[src/rtl/bcd_result_formatter.sv]
// Sequential double-dabble formatter: converts a quotient/remainder pair to packed BCD,
// one bit per clock, quotient first, behind valid/ready handshakes on both sides.
module bcd_result_formatter #(
    parameter int unsigned WIDTH  = 16,
    parameter int unsigned DIGITS = 5
) (
    input  logic                  clk,
    input  logic                  rst_n,
    input  logic                  in_valid,
    output logic                  in_ready,
    input  logic [WIDTH-1:0]      quo_in,
    input  logic [WIDTH-1:0]      rem_in,
    output logic                  out_valid,
    input  logic                  out_ready,
    output logic [4*DIGITS-1:0]   quo_bcd,
    output logic [4*DIGITS-1:0]   rem_bcd,
    output logic                  busy
);

    localparam int unsigned BcdW = 4 * DIGITS;
    localparam int unsigned CntW = (WIDTH > 1) ? $clog2(WIDTH) : 1;
    localparam logic [CntW-1:0] LastCnt = CntW'(WIDTH - 1);

    typedef enum logic [1:0] {
        StIdle,
        StConvQ,
        StConvR,
        StDone
    } state_e;

    state_e              state_q, state_d;
    logic [BcdW-1:0]     acc_q, acc_d;
    logic [WIDTH-1:0]    sh_q, sh_d;
    logic [WIDTH-1:0]    rem_hold_q, rem_hold_d;
    logic [CntW-1:0]     cnt_q, cnt_d;
    logic [BcdW-1:0]     quo_bcd_q, quo_bcd_d;
    logic [BcdW-1:0]     rem_bcd_q, rem_bcd_d;
    logic                init_q;

    logic [BcdW-1:0]     acc_adj;
    logic [BcdW-1:0]     acc_step;
    logic [WIDTH-1:0]    sh_step;
    logic                last_bit;

    // Per-digit +3 for digits >= 5; each nibble is independent so no carry crosses digits.
    function automatic logic [BcdW-1:0] add3(input logic [BcdW-1:0] v);
        logic [BcdW-1:0] r;
        logic [3:0]      dig;
        r = '0;
        for (int i = 0; i < int'(DIGITS); i++) begin
            dig = v[4*i +: 4];
            r[4*i +: 4] = (dig >= 4'd5) ? dig + 4'd3 : dig;
        end
        return r;
    endfunction

    always_comb begin
        acc_adj  = add3(acc_q);
        acc_step = {acc_adj[BcdW-2:0], sh_q[WIDTH-1]};
        sh_step  = {sh_q[WIDTH-2:0], 1'b0};
        last_bit = (cnt_q == LastCnt);
    end

    always_comb begin
        state_d    = state_q;
        acc_d      = acc_q;
        sh_d       = sh_q;
        rem_hold_d = rem_hold_q;
        cnt_d      = cnt_q;
        quo_bcd_d  = quo_bcd_q;
        rem_bcd_d  = rem_bcd_q;

        unique case (state_q)
            StIdle: begin
                if (in_valid && init_q) begin
                    sh_d       = quo_in;
                    rem_hold_d = rem_in;
                    acc_d      = '0;
                    cnt_d      = '0;
                    state_d    = StConvQ;
                end
            end
            StConvQ: begin
                acc_d = acc_step;
                sh_d  = sh_step;
                cnt_d = cnt_q + CntW'(1);
                if (last_bit) begin
                    quo_bcd_d = acc_step;
                    acc_d     = '0;
                    cnt_d     = '0;
                    sh_d      = rem_hold_q;
                    state_d   = StConvR;
                end
            end
            StConvR: begin
                acc_d = acc_step;
                sh_d  = sh_step;
                cnt_d = cnt_q + CntW'(1);
                if (last_bit) begin
                    rem_bcd_d = acc_step;
                    acc_d     = '0;
                    cnt_d     = '0;
                    sh_d      = '0;
                    state_d   = StDone;
                end
            end
            StDone: begin
                // out_ready wins; a pending in_valid waits for the next IDLE cycle.
                if (out_ready) begin
                    state_d = StIdle;
                end
            end
            default: begin
                state_d = StIdle;
            end
        endcase
    end

    always_ff @(posedge clk or negedge rst_n) begin
        if (!rst_n) begin
            state_q    <= StIdle;
            acc_q      <= '0;
            sh_q       <= '0;
            rem_hold_q <= '0;
            cnt_q      <= '0;
            quo_bcd_q  <= '0;
            rem_bcd_q  <= '0;
            init_q     <= 1'b0;
        end else begin
            state_q    <= state_d;
            acc_q      <= acc_d;
            sh_q       <= sh_d;
            rem_hold_q <= rem_hold_d;
            cnt_q      <= cnt_d;
            quo_bcd_q  <= quo_bcd_d;
            rem_bcd_q  <= rem_bcd_d;
            init_q     <= 1'b1;
        end
    end

    // init_q holds in_ready low until the first edge after reset release.
    assign in_ready  = (state_q == StIdle) && rst_n && init_q;
    assign busy      = (state_q == StConvQ) || (state_q == StConvR);
    assign out_valid = (state_q == StDone);
    assign quo_bcd   = quo_bcd_q;
    assign rem_bcd   = rem_bcd_q;

endmodule

[config.mk]
export PLATFORM = sky130hd
export DESIGN_NAME = bcd_result_formatter
export DESIGN_NICKNAME = d
export VERILOG_FILES = /design/src/rtl/bcd_result_formatter.sv
export SDC_FILE = /design/constraint.sdc
export NUM_CORES = 1
export LEC_CHECK = 0
export BUFFER_PORTS_ARGS = -buffer_cell sky130_fd_sc_hd__buf_2
export CAP_MARGIN = 20
export CORE_MARGIN = 2
export CORE_UTILIZATION = 30
export DETAILED_ROUTE_END_ITERATION = 8
export PLACE_DENSITY = 0.57
export RECOVER_POWER = 100
export SLEW_MARGIN = 20
export SYNTH_ARGS = -nofsm -noshare
export SYNTH_HDL_FRONTEND = slang
export SYNTH_SLANG_ARGS = --single-unit
[constraint.sdc]
create_clock -name clk -period 2.1 [get_ports clk]
set_clock_uncertainty 0.05 [all_clocks]
set_input_delay 0.105 -clock clk [delete_from_list [all_inputs] [get_ports clk]]
set_output_delay 0.105 -clock clk [all_outputs]
set_load 0.02 [all_outputs]
== Word-level counts from Yosys, hierarchy flattened ==
Cells that the tools add are included.

* Input bits: 36
* Word-level logic and storage cells: 61
* Flip-flop bits (word level): 99
* Output and inout bits: 43

* Equal/unequal tests: 8
* Magnitude comparators: 5
* $add $sub $neg: 6
* Muxes and demuxes: 20
* Reduce and logical (&&, ||, !) cells: 14

{| class="wikitable"
|+ Operators by type and width
! kind !! number
|-
| $mux W16 || 3
|-
| $pmux W16 S3 || 1
|-
| $mux W20 || 2
|-
| $pmux W20 S2 || 1
|-
| $mux W4 || 6
|-
| $ge A4 B3 Y1 const B || 5
|-
| $add A4 B2 Y4 const B || 4
|-
| $reduce_and A2 Y1 || 5
|-
| $mux W2 || 4
|-
| $pmux W2 S4 || 1
|-
| $pmux W4 S2 || 1
|-
| $ne A2 B2 Y1 const B || 3
|-
| $add A4 B1 Y4 const B || 1
|-
| $eq A2 B2 Y1 const B || 2
|-
| $eq A4 B4 Y1 const B || 1
|-
| $reduce_and A4 Y1 || 1
|-
| $add A3 B2 Y3 const B || 1
|-
| $logic_and A1 B1 Y1 || 3
|-
| $mux W3 || 1
|-
| $reduce_bool A3 Y1 || 1
|-
| $eq A2 B1 Y1 const B || 1
|-
| $logic_not A2 Y1 || 1
|-
| $ne A2 B1 Y1 const B || 1
|-
| $reduce_bool A2 Y1 || 1
|-
| other kinds (2) || 2
|}

== Logic depth before layout (Yosys ltp) ==
Gate-level depths: netlist of the first run.

* Depth after elaboration: 4
* Depth in mapped cells: 8
* Mapped depth without buffers: 6

== Worst setup path after synthesis of the first run ==
Ideal clock, no wire load.

* Path type: reg-to-reg
* Start: register state_q[0]
* End: register sh_q[5]
* Setup time: 0.077 ns
* Slack: 0.291 ns
* Clock period less this slack: 1.809 ns
* Arrival time: 1.682 ns
* Stages on the path, launching flop included: 8
* Required time: 1.973 ns
* Buffers on the path: 1
* Cells stage by stage: dfrtp_1 -> inv_1 -> ha_1 -> o21ai_0 -> a21oi_4 -> buf_6 -> a21oi_1 -> a21oi_1

* Cells in the longest elaborated chain, start to end: 3
* Elaborated cells on any way between the ends: 7
* Those cells by class: eq/ne: 3; mux: 1; reduce/logical: 3

{| class="wikitable"
|+ RTL lines
! element !! line !! text
|-
| start: declaration || 31 || <nowiki>state_e state_q, state_d;</nowiki>
|-
| start signal: assignment || 121 || <nowiki>state_q <= StIdle;</nowiki>
|-
| start signal: assignment || 130 || <nowiki>state_q <= state_d;</nowiki>
|-
| $eq A2 B1 Y1 (tied with other cells) || 73 || <nowiki>unique case (state_q)</nowiki>
|-
| $reduce_bool A3 Y1 (no source line) or $ne A2 B2 Y1 (tied branches) || - ||
|-
| $reduce_and A2 Y1 (no source line) || - ||
|-
| end signal: assignment || 123 || <nowiki>sh_q <= '0;</nowiki>
|-
| end signal: assignment || 132 || <nowiki>sh_q <= sh_d;</nowiki>
|-
| end: declaration || 33 || <nowiki>logic [WIDTH-1:0] sh_q, sh_d;</nowiki>
|}

Several ways; a longest one is shown, not always the timed one.
A chain may end at the register's enable or synchronous reset.

== Final worst setup path of the first run ==
* Start: register state_q[0]
* End: output busy

* Cells in the longest elaborated chain, start to end: 2
* Elaborated cells on any way between the ends: 3
* Those cells by class: eq/ne: 2; reduce/logical: 1

{| class="wikitable"
|+ RTL lines
! element !! line !! text
|-
| $eq A2 B1 Y1 or $eq A2 B2 Y1 (tied branches) || 143 || <nowiki>assign busy = (state_q == StConvQ) || (state_q == StConvR);</nowiki>
|-
| $logic_or A1 B1 Y1 (*) || 143 ||
|-
| end: declaration || 17 || <nowiki>output logic busy</nowiki>
|}

Mark *: on every way between the ends. The rest lies on a longest branch, timed or not.

==> impl_metrics.py, run 1 <==
metrics = {
    "grt": {
        "grt_pass1_wl_um": 17000,
        "grt_pass1_vias": 3402,
        "grt_max_degree": 100,
        "overflow": 0,
        "grtUsageTotal": 0.129,
        "antenna_found_initial": 0,
    },
    "sta": {
        "rsz0062_at_grt": "false",
        "hold_viol": 0,
        "worstMarginPinSlew_ps": 1350,
        "setup_viol": 0,
        "finalCritPeriodShare": 0.930,
        "max_clock_freq_mhz": 512,
        "slew-limit-headroom": 0.100,
        "finalSetupTns_ps": 0,
        "layout_min_cycle_time_ps": 1950,
        "slew_viol_final": 0,
    },
    "placed_design": {
        "dp_cells": 724,
        "routabilityCongestion": 0.780,
        "portBuffers": 78,
        "hpwl_um": 6950,
    },
    "final_layout": {
        "diodes": 0,
        "nets": 595,
        "post-route-util": 0.377,
        "final_cells": 758,
        "fillers": 1544,
        "final_common_cell": "dfrtp_1",
        "syn_to_final_growth_pct": 22.0,
        "layout-drive-gt1-share": 0.210,
        "final_cell_mix": "dfrtp_1, nand2_1, o21ai_0",
    },
    "die": {
        "top_level_ports": 79,
        "core.rowCount": 45,
        "dieArea_um2": 16800,
        "core-area_um2": 15300,
        "initial_core_util": 0.309,
        "die_y_um": 130,
        "fp.dieW_um": 130,
    },
    "worst_setup_path": {
        "startpoint": "state_q[0]",
        "critical_path_class": "reg2out",
        "worst_setup_path_start_kind": "flip-flop",
        "rrSetupSlack_ps": 160,
        "worst_ep_arrival_time_ps": 1800,
        "critPathCapture": "busy",
        "r2r_start": "cnt_q[0]",
        "r2r-end": "rem_bcd[19]",
        "cp_max_fo": 19,
        "critPathCaptureType": "output pin",
        "r2r_cells": 5,
        "cp.required_ps": 1950,
    },
    "yosys": {
        "synth_seq_area_share": 0.523,
        "yosysTopAreaCell": "dfrtp_1",
        "synthTopCellsByArea": "dfrtp_1, mux2_2, o21ai_0",
        "synth-seq-cells": 99,
        "synth.avg_cell_area_um2": 10.7,
        "syn_area_um2": 4730,
        "synth_top_area_frac": 0.523,
        "synthesis.instances": 444,
        "synth_cell_types": 37,
        "synth_warnings": 0,
        "synth_nets": 497,
    },
    "route": {
        "drc": 0,
        "dr_total_vias": 3482,
        "dr.pass1.iters": 4,
        "drt_wl_total_um": 10100,
        "ant_nets": 0,
        "wl_per_cell_um": 13.3,
        "drt_iter0_markers": 164,
        "vias_per_cell": 4.59,
    },
    "flow_run": {
        "drv_cap": 0,
    },
    "worst_hold_path": {
        "hold_path_class": "in2reg",
    },
    "power": {
        "power.density_nw_per_um2": 1380,
        "ir_worst_vdd_mv": 0.629,
        "power.leakage_nw": 2.53,
    },
    "clock_network": {
        "h-tree-depth": 3,
        "clkTransAtPathRegs_ps": 70,
        "cts_buffers": 9,
        "cts-root-buf": "clkbuf_16",
        "clk_latency_ps": 350,
        "cts.sinks": 99,
        "cts_tree": "built",
        "cts_buffer_depth": 2,
        "cts_setup_buffers": 0,
    },
    "run_status": {
        "status": "completed",
    },
}
## stage by stage
| stage | setup slack [ps] | hold slack (ps) | total power [mW] | instance area [µm²] |
|---|---|---|---|---|
| floorplan | 291 | -241 | 5.47 | 4730 |
| global placement | 215 | 195 | 6.35 | 5400 |
| detailed placement | 119 | 195 | 6.46 | 5400 |
| CTS | 104 | 114 | 8.16 | 5870 |
| global route | 17.9 | 122 | 8.63 | 5780 |
| finish | 148 | 101 | 7.95 | 5780 |
## flip-flops by register name (all words and copies together) (netlist names)
| signal | cells |
|---|---|
| state_q | 2 |
| cnt_q | 4 |
| sh_q | 16 |
| quo_bcd | 20 |
| init_q | 1 |
| rem_bcd | 20 |
| rem_hold_q | 16 |
| acc_q | 20 |
## cell families after synthesis
family | after synthesis | share of synthesized area
AND/OR/NAND/NOR | 126 | 0.128
AO/OA/AOI/OAI | 120 | 0.151
flip-flops | 99 | 0.523
multiplexers | 40 | 0.102
buffers and inverters | 36 | 0.0404
adder cells (fa/ha/maj) | 17 | 0.0449
XOR/XNOR | 5 | 0.00925
other | 1 | 0.000792
## how the worst min path moves through the flow
stage	from	endpoint	slack, ps	depth (start not counted)
3_3_place_gp	rst_n	rem_bcd[3]	200	2
2_1_floorplan	rst_n	acc_q[0]	-240	0
5_1_grt	quo_in[11]	sh_q[11]	120	4
3_5_place_dp	rst_n	rem_bcd[19]	200	2
6_report	quo_in[11]	sh_q[11]	100	4
4_1_cts	quo_in[11]	sh_q[11]	110	4
## critical path, cell delays in order, from the launching register on
cell	delay, ps
dfrtp_1	410
inv_1	120
ha_1	430
buf_4	280
buf_2	210
## metal layers
metal  GRT usage  part of all wire  vias up
met5           0                 0        -
met4      0.0380            0.0072        0
met3      0.0347             0.050        6
met2       0.201              0.45       87
met1       0.177              0.49     1667
li1            -                 -     1722
## report_power, final
group	internal [mW]	total, mW	switching [mW]
Clock	0.859	1.63	0.772
Sequential	2.51	2.90	0.392
Combinational	1.42	3.42	2.00
Total	4.79	7.95	3.16
## final cells by class
class                           count  area (µm²)  area share
Inverter                           15        56.3     0.00975
Clock buffer                       10         239      0.0414
Tap cell                          211         264      0.0457
Multi-Input combinational cell    309        2050       0.355
Clock inverter                      6        55.1     0.00953
Sequential cell                    99        2480       0.429
Timing Repair Buffer              108         636       0.110
## synthesized netlist by cell type, drive strengths merged
library cell  number
nand4              2
o21ai             59
and3               2
clkbuf            10
a21boi             2
nor2b             16
inv               15
mux2              39
a21oi             47
nand3b             1
ha                17
a211oi             1
nand2b             6
nand2             65
dfrtp             99
o221ai             1
a21o               1
nor3b             10
nor2              17
a22oi              6
nand3              7
conb               1
a22o               2
mux2i              1
xnor2              5
buf               11
a31oi              1
## what timing repair did
action / in CTS / in global routing
resized for setup: 0 / 1
hold endpoints to repair: 116 / 0
endpoints found under the setup margin: 0 / 6
hold buffers: 18 / 0
Power figures use the tool's default switching activity.
==> run 2: changes to the inputs <==
Settings changed: CORE_UTILIZATION 30 to 50, PLACE_DENSITY 0.57 to 0.81.
==> run 2 against run 1 <==
Net effect: sequential share of layout area is 1.8 points higher; die area down 39%; worst hold slack better by 3.8 ps; critical endpoint is now cnt_q[2]; non-clock buffer count is 1 lower; routed wire length shrank 5.7%; sequential cell count unchanged; combinational power decreased by 1%.
==> impl_metrics.py, run 2 (synthesized netlist as in run 1, its figures left out) <==
metrics = {
    "grt": {
        "grt_max_degree": 56,
        "grt_pass1_wl_um": 16400,
        "overflow": 0,
        "grt_pass1_vias": 3540,
        "antenna_found_initial": 0,
        "grtUsageTotal": 0.199,
    },
    "clock_network": {
        "cts_buffer_depth": 2,
        "clk_latency_ps": 360,
        "clkTransAtPathRegs_ps": 100,
        "cts.sinks": 99,
        "h-tree-depth": 3,
        "cts_buffers": 9,
        "cts_setup_buffers": 0,
        "cts_tree": "built",
        "cts-root-buf": "clkbuf_8",
    },
    "power": {
        "power.density_nw_per_um2": 1340,
        "switching_share": 0.418,
        "ir_worst_vdd_mv": 0.727,
        "power_mw": 7.44,
        "seqPwrFrac": 0.391,
        "power_frac_clock": 0.155,
        "switchingPower_mw": 3.11,
        "p_int_mw": 4.33,
        "power.leakage_nw": 2.47,
        "combPwrFrac": 0.454,
    },
    "final_layout": {
        "diodes": 0,
        "syn_to_final_growth_pct": 17.0,
        "final_common_cell": "dfrtp_1",
        "nets": 594,
        "final_cells": 657,
        "layout-drive-gt1-share": 0.216,
        "fillers": 773,
        "fin_area_um2": 5540,
        "final_cell_mix": "dfrtp_1, nand2_1, o21ai_0",
    },
    "sta": {
        "worstMarginPinSlew_ps": 1300,
        "hold_viol": 0,
        "finalSetupTns_ps": 0,
        "setup_viol": 0,
        "rsz0062_at_grt": "false",
        "slew-limit-headroom": 0.136,
        "setup_ws_ps": 127,
        "layout_min_cycle_time_ps": 1970,
        "slew_viol_final": 0,
        "finalCritPeriodShare": 0.940,
        "max_clock_freq_mhz": 507,
    },
    "route": {
        "dr_total_vias": 3558,
        "dr.pass1.iters": 4,
        "vias_per_cell": 5.42,
        "drc": 0,
        "ant_nets": 0,
        "drt_wl_total_um": 9540,
        "wl_per_cell_um": 14.5,
        "drt_iter0_markers": 144,
    },
    "die": {
        "core-area_um2": 9200,
        "core.rowCount": 35,
        "top_level_ports": 79,
        "die_y_um": 101,
        "fp.dieW_um": 101,
        "initial_core_util": 0.515,
        "dieArea_um2": 10300,
    },
    "worst_setup_path": {
        "worst_setup_path_start_kind": "flip-flop",
        "cp_max_fo": 25,
        "critPathCaptureType": "flip-flop",
        "worst_ep_arrival_time_ps": 2140,
        "cp.required_ps": 2270,
        "critical_path_class": "reg2reg",
    },
    "placed_design": {
        "postPlaceCellArea_um2": 5240,
        "pre_cts_slack_ps": 73.3,
        "dp_cells": 623,
        "routabilityCongestion": 0.847,
        "hpwl_um": 6500,
        "portBuffers": 78,
    },
    "run_status": {
        "status": "completed",
    },
    "flow_run": {
        "drv_cap": 0,
    },
    "worst_hold_path": {
        "hold_path_class": "in2async",
    },
}
run 2: cell types whose count changed in the layout (fill, tap and decap cells not counted), sizes merged:
cell / change
clkinvlp: +1
buf: +1
inv: -1
clkinv: +1
clkbuf: -3
run 2: routing by layer:
metal	up-vias	GRT usage	part of all wire
li1	1710	-	-
met1	1710	0.256	0.45
met2	118	0.342	0.49
met3	20	0.0338	0.046
met4	0	0.0644	0.014
met5	-	0	0
run 2: worst max-delay path, cell delays in order, from the launching register on:
cell and delay [ps]:
dfrtp_1 430, inv_1 150, ha_2 350, a21boi_0 180
clkbuf_2 470, o221ai_1 200
run 2: area by class of cell:
| type | instances | area, µm² | area share |
|---|---|---|---|
| clock buffer | 9 | 124 | 0.0224 |
| multi-input combinational | 309 | 2060 | 0.372 |
| inverter | 15 | 56.3 | 0.0102 |
| tap | 111 | 139 | 0.0251 |
| clock inverter | 7 | 62.6 | 0.0113 |
| sequential | 99 | 2480 | 0.447 |
| timing repair buffer | 107 | 617 | 0.111 |
run 2: path summary, 6_finish.rpt:
kind / cells after the start / startpoint / slack (ps) / to
min in group clk: 4 / quo_in[5] / 110 / sh_q[5]
hold reg to reg: 2 / rem_bcd[6] / 440 / rem_bcd[6]
setup reg to reg: 5 / state_q[0] / 130 / cnt_q[2]
setup / recovery: 5 / state_q[0] / 130 / cnt_q[2]
hold / removal: 2 / rst_n / 100 / init_q
max in group asynchronous: 3 / rst_n / 410 / rem_bcd[7]
run 2: power groups by stage:
stage          clock network, mW  logic [mW]  registers, mW
2_1_floorplan                  0        2.49           2.98
3_3_place_gp                   0        3.27           2.90
3_5_place_dp                   0        3.41           2.94
4_1_cts                     1.19        3.46           2.91
5_1_grt                     1.26        3.79           2.98
6_report                    1.15        3.38           2.91
run 2: per-stage QoR:
stage               utilization  hold slack (ps)
CTS                       0.610             90.3
global placement          0.570            -50.0
floorplan                     -             -241
finish                    0.602              105
detailed placement        0.570            -44.3
global route              0.602              106
run 2: timing repair:
item | CTS | global route
setup endpoints to repair | 0 | 12
endpoints found under the hold margin | 61 | 0
hold buffers | 18 | 0
resized for setup | 0 | 2
==> run 3: changes to the inputs <==
Settings changed: SETUP_SLACK_MARGIN from default to 0.2.
==> run 3 against run 2 <==
Net effect: global-route usage stayed put; sequential cell count stayed put; setup slack better by 100 ps; sequential power hardly changed; non-clock buffer count is 3 higher; combinational power is 4% higher; core utilization is 0.65 points higher; critical path depth is 2 higher.
==> impl_metrics.py, run 3 (synthesized netlist as in run 1, its figures left out) <==
metrics = {
    "worst_setup_path": {
        "crit_buf_inv": 2,
        "cp_top_family": "buffers and inverters",
        "cp.required_ps": 2270,
        "r2r_start": "state_q[0]",
        "critPathCaptureType": "flip-flop",
        "worst_ep_arrival_time_ps": 2040,
        "cp_max_fo": 15,
        "r2r-end": "acc_q[4]",
        "rrSetupSlack_ps": 230,
        "startpoint": "state_q[0]",
        "crit_slowest_cell": "dfrtp_1",
        "slowest_delay_ps": 430,
        "worst_setup_path_start_kind": "flip-flop",
        "r2r_cells": 7,
        "worstPathCellList": "inv_1 > ha_4 > a21boi_4 > nor2b_2 > nand2_1 > clkbuf_2 > o21ai_0",
        "critical_path_class": "reg2reg",
        "critPathCapture": "acc_q[4]",
        "critical_path_depth": 7,
    },
    "route": {
        "drt_iter0_markers": 113,
        "dr.pass1.iters": 4,
        "dr_total_vias": 3536,
        "vias_per_cell": 5.36,
        "drt_wl_total_um": 9620,
        "wl_per_cell_um": 14.6,
        "ant_nets": 0,
        "drc": 0,
    },
    "die": {
        "core.rowCount": 35,
        "dieArea_um2": 10300,
        "top_level_ports": 79,
        "core-area_um2": 9200,
        "die_y_um": 101,
        "initial_core_util": 0.515,
        "fp.dieW_um": 101,
    },
    "sta": {
        "setup_viol": 0,
        "slew_viol_final": 0,
        "max_clock_freq_mhz": 535,
        "slew-limit-headroom": 0.133,
        "layout_min_cycle_time_ps": 1870,
        "hold_viol": 0,
        "setup_ws_ps": 231,
        "finalSetupTns_ps": 0,
        "worstMarginPinSlew_ps": 1300,
        "hold_ws_ps": 107,
        "finalCritPeriodShare": 0.890,
        "rsz0062_at_grt": "true",
    },
    "final_layout": {
        "post-route-util": 0.609,
        "multiInputGateArea_um2": 2100,
        "diodes": 0,
        "final_common_cell": "dfrtp_1",
        "nets": 597,
        "fillers": 768,
        "final_cell_mix": "dfrtp_1, nand2_1, o21ai_0",
        "syn_to_final_growth_pct": 18.2,
        "layout-drive-gt1-share": 0.224,
        "regArea_um2": 2480,
    },
    "grt": {
        "grtUsageMet3": 0.0338,
        "grt.busiest_layer": "met2",
        "grt_max_degree": 56,
        "grt_pass1_vias": 3542,
        "antenna_found_initial": 0,
        "overflow": 0,
        "grtUsageMet2": 0.342,
        "met1_usage": 0.256,
        "grtUsageTotal": 0.199,
        "grt_pass1_wl_um": 16400,
    },
    "clock_network": {
        "cts_tree": "built",
        "h-tree-depth": 3,
        "cts_buffer_depth": 2,
        "cts_buffers": 9,
        "clkTransAtPathRegs_ps": 100,
        "clk_latency_ps": 360,
        "cts.sinks": 99,
        "cts-root-buf": "clkbuf_8",
    },
    "power": {
        "switchingPower_mw": 3.15,
        "power.leakage_nw": 2.49,
        "ir_worst_vdd_mv": 0.722,
        "power_frac_clock": 0.152,
        "switching_share": 0.415,
        "p_int_mw": 4.43,
        "seqPwrFrac": 0.386,
        "combPwrFrac": 0.462,
        "power.density_nw_per_um2": 1350,
    },
    "placed_design": {
        "routabilityCongestion": 0.847,
        "hpwl_um": 6500,
        "portBuffers": 78,
        "pre_cts_slack_ps": 73.3,
    },
    "run_status": {
        "status": "completed",
    },
    "worst_hold_path": {
        "hold_path_class": "in2async",
    },
    "flow_run": {
        "drv_cap": 0,
    },
}
[run 3: changes by cell type in the layout (fill, tap and decap cells not counted), sizes merged]
cell / change
buf: +4
clkbuf: -1
[run 3: per-stage QoR]
stage	power [mW]	cells	cell area [µm²]
2_1_floorplan	5.47	444	4730
3_3_place_gp	6.17	623	5240
3_5_place_dp	6.35	623	5240
4_1_cts	7.62	657	5620
5_1_grt	8.18	660	5600
6_report	7.57	660	5600
[run 3: layout make-up]
| class | instances | share of cell area |
|---|---|---|
| multi-input combinational | 309 | 0.375 |
| tap | 111 | 0.0248 |
| clock buffer | 9 | 0.0221 |
| clock inverter | 7 | 0.0112 |
| inverter | 15 | 0.0101 |
| timing repair buffer | 110 | 0.114 |
| sequential | 99 | 0.443 |
[run 3: power groups by stage]
stage | registers [mW] | logic [mW] | clock network (mW)
after CTS | 2.91 | 3.52 | 1.19
after floorplan | 2.98 | 2.49 | 0
after global routing | 2.99 | 3.93 | 1.26
after global placement | 2.90 | 3.27 | 0
final | 2.92 | 3.50 | 1.15
after detailed placement | 2.94 | 3.41 | 0
[run 3: worst min-delay path by stage]
stage	from	end	cells past startpoint
after global routing	quo_in[8]	sh_q[8]	4
after CTS	rst_n	init_q	2
after detailed placement	rst_n	rem_bcd[2]	1
final	rst_n	init_q	2
after global placement	rst_n	rem_bcd[2]	1
after floorplan	rst_n	acc_q[0]	0
[run 3: routing by layer]
layer,wire length [µm],share of wire,up-vias
met4,65,0.0068,0
met5,0,0,-
met1,4410,0.46,1713
met3,404,0.042,8
met2,4740,0.49,100
li1,-,-,1715
[run 3: what timing repair did]
action,4_1_cts,5_1_grt
setup endpoints to repair,27,39
hold buffers,18,0
resized for setup,4,8
endpoints found under the hold margin,61,0
buffers inserted,0,3
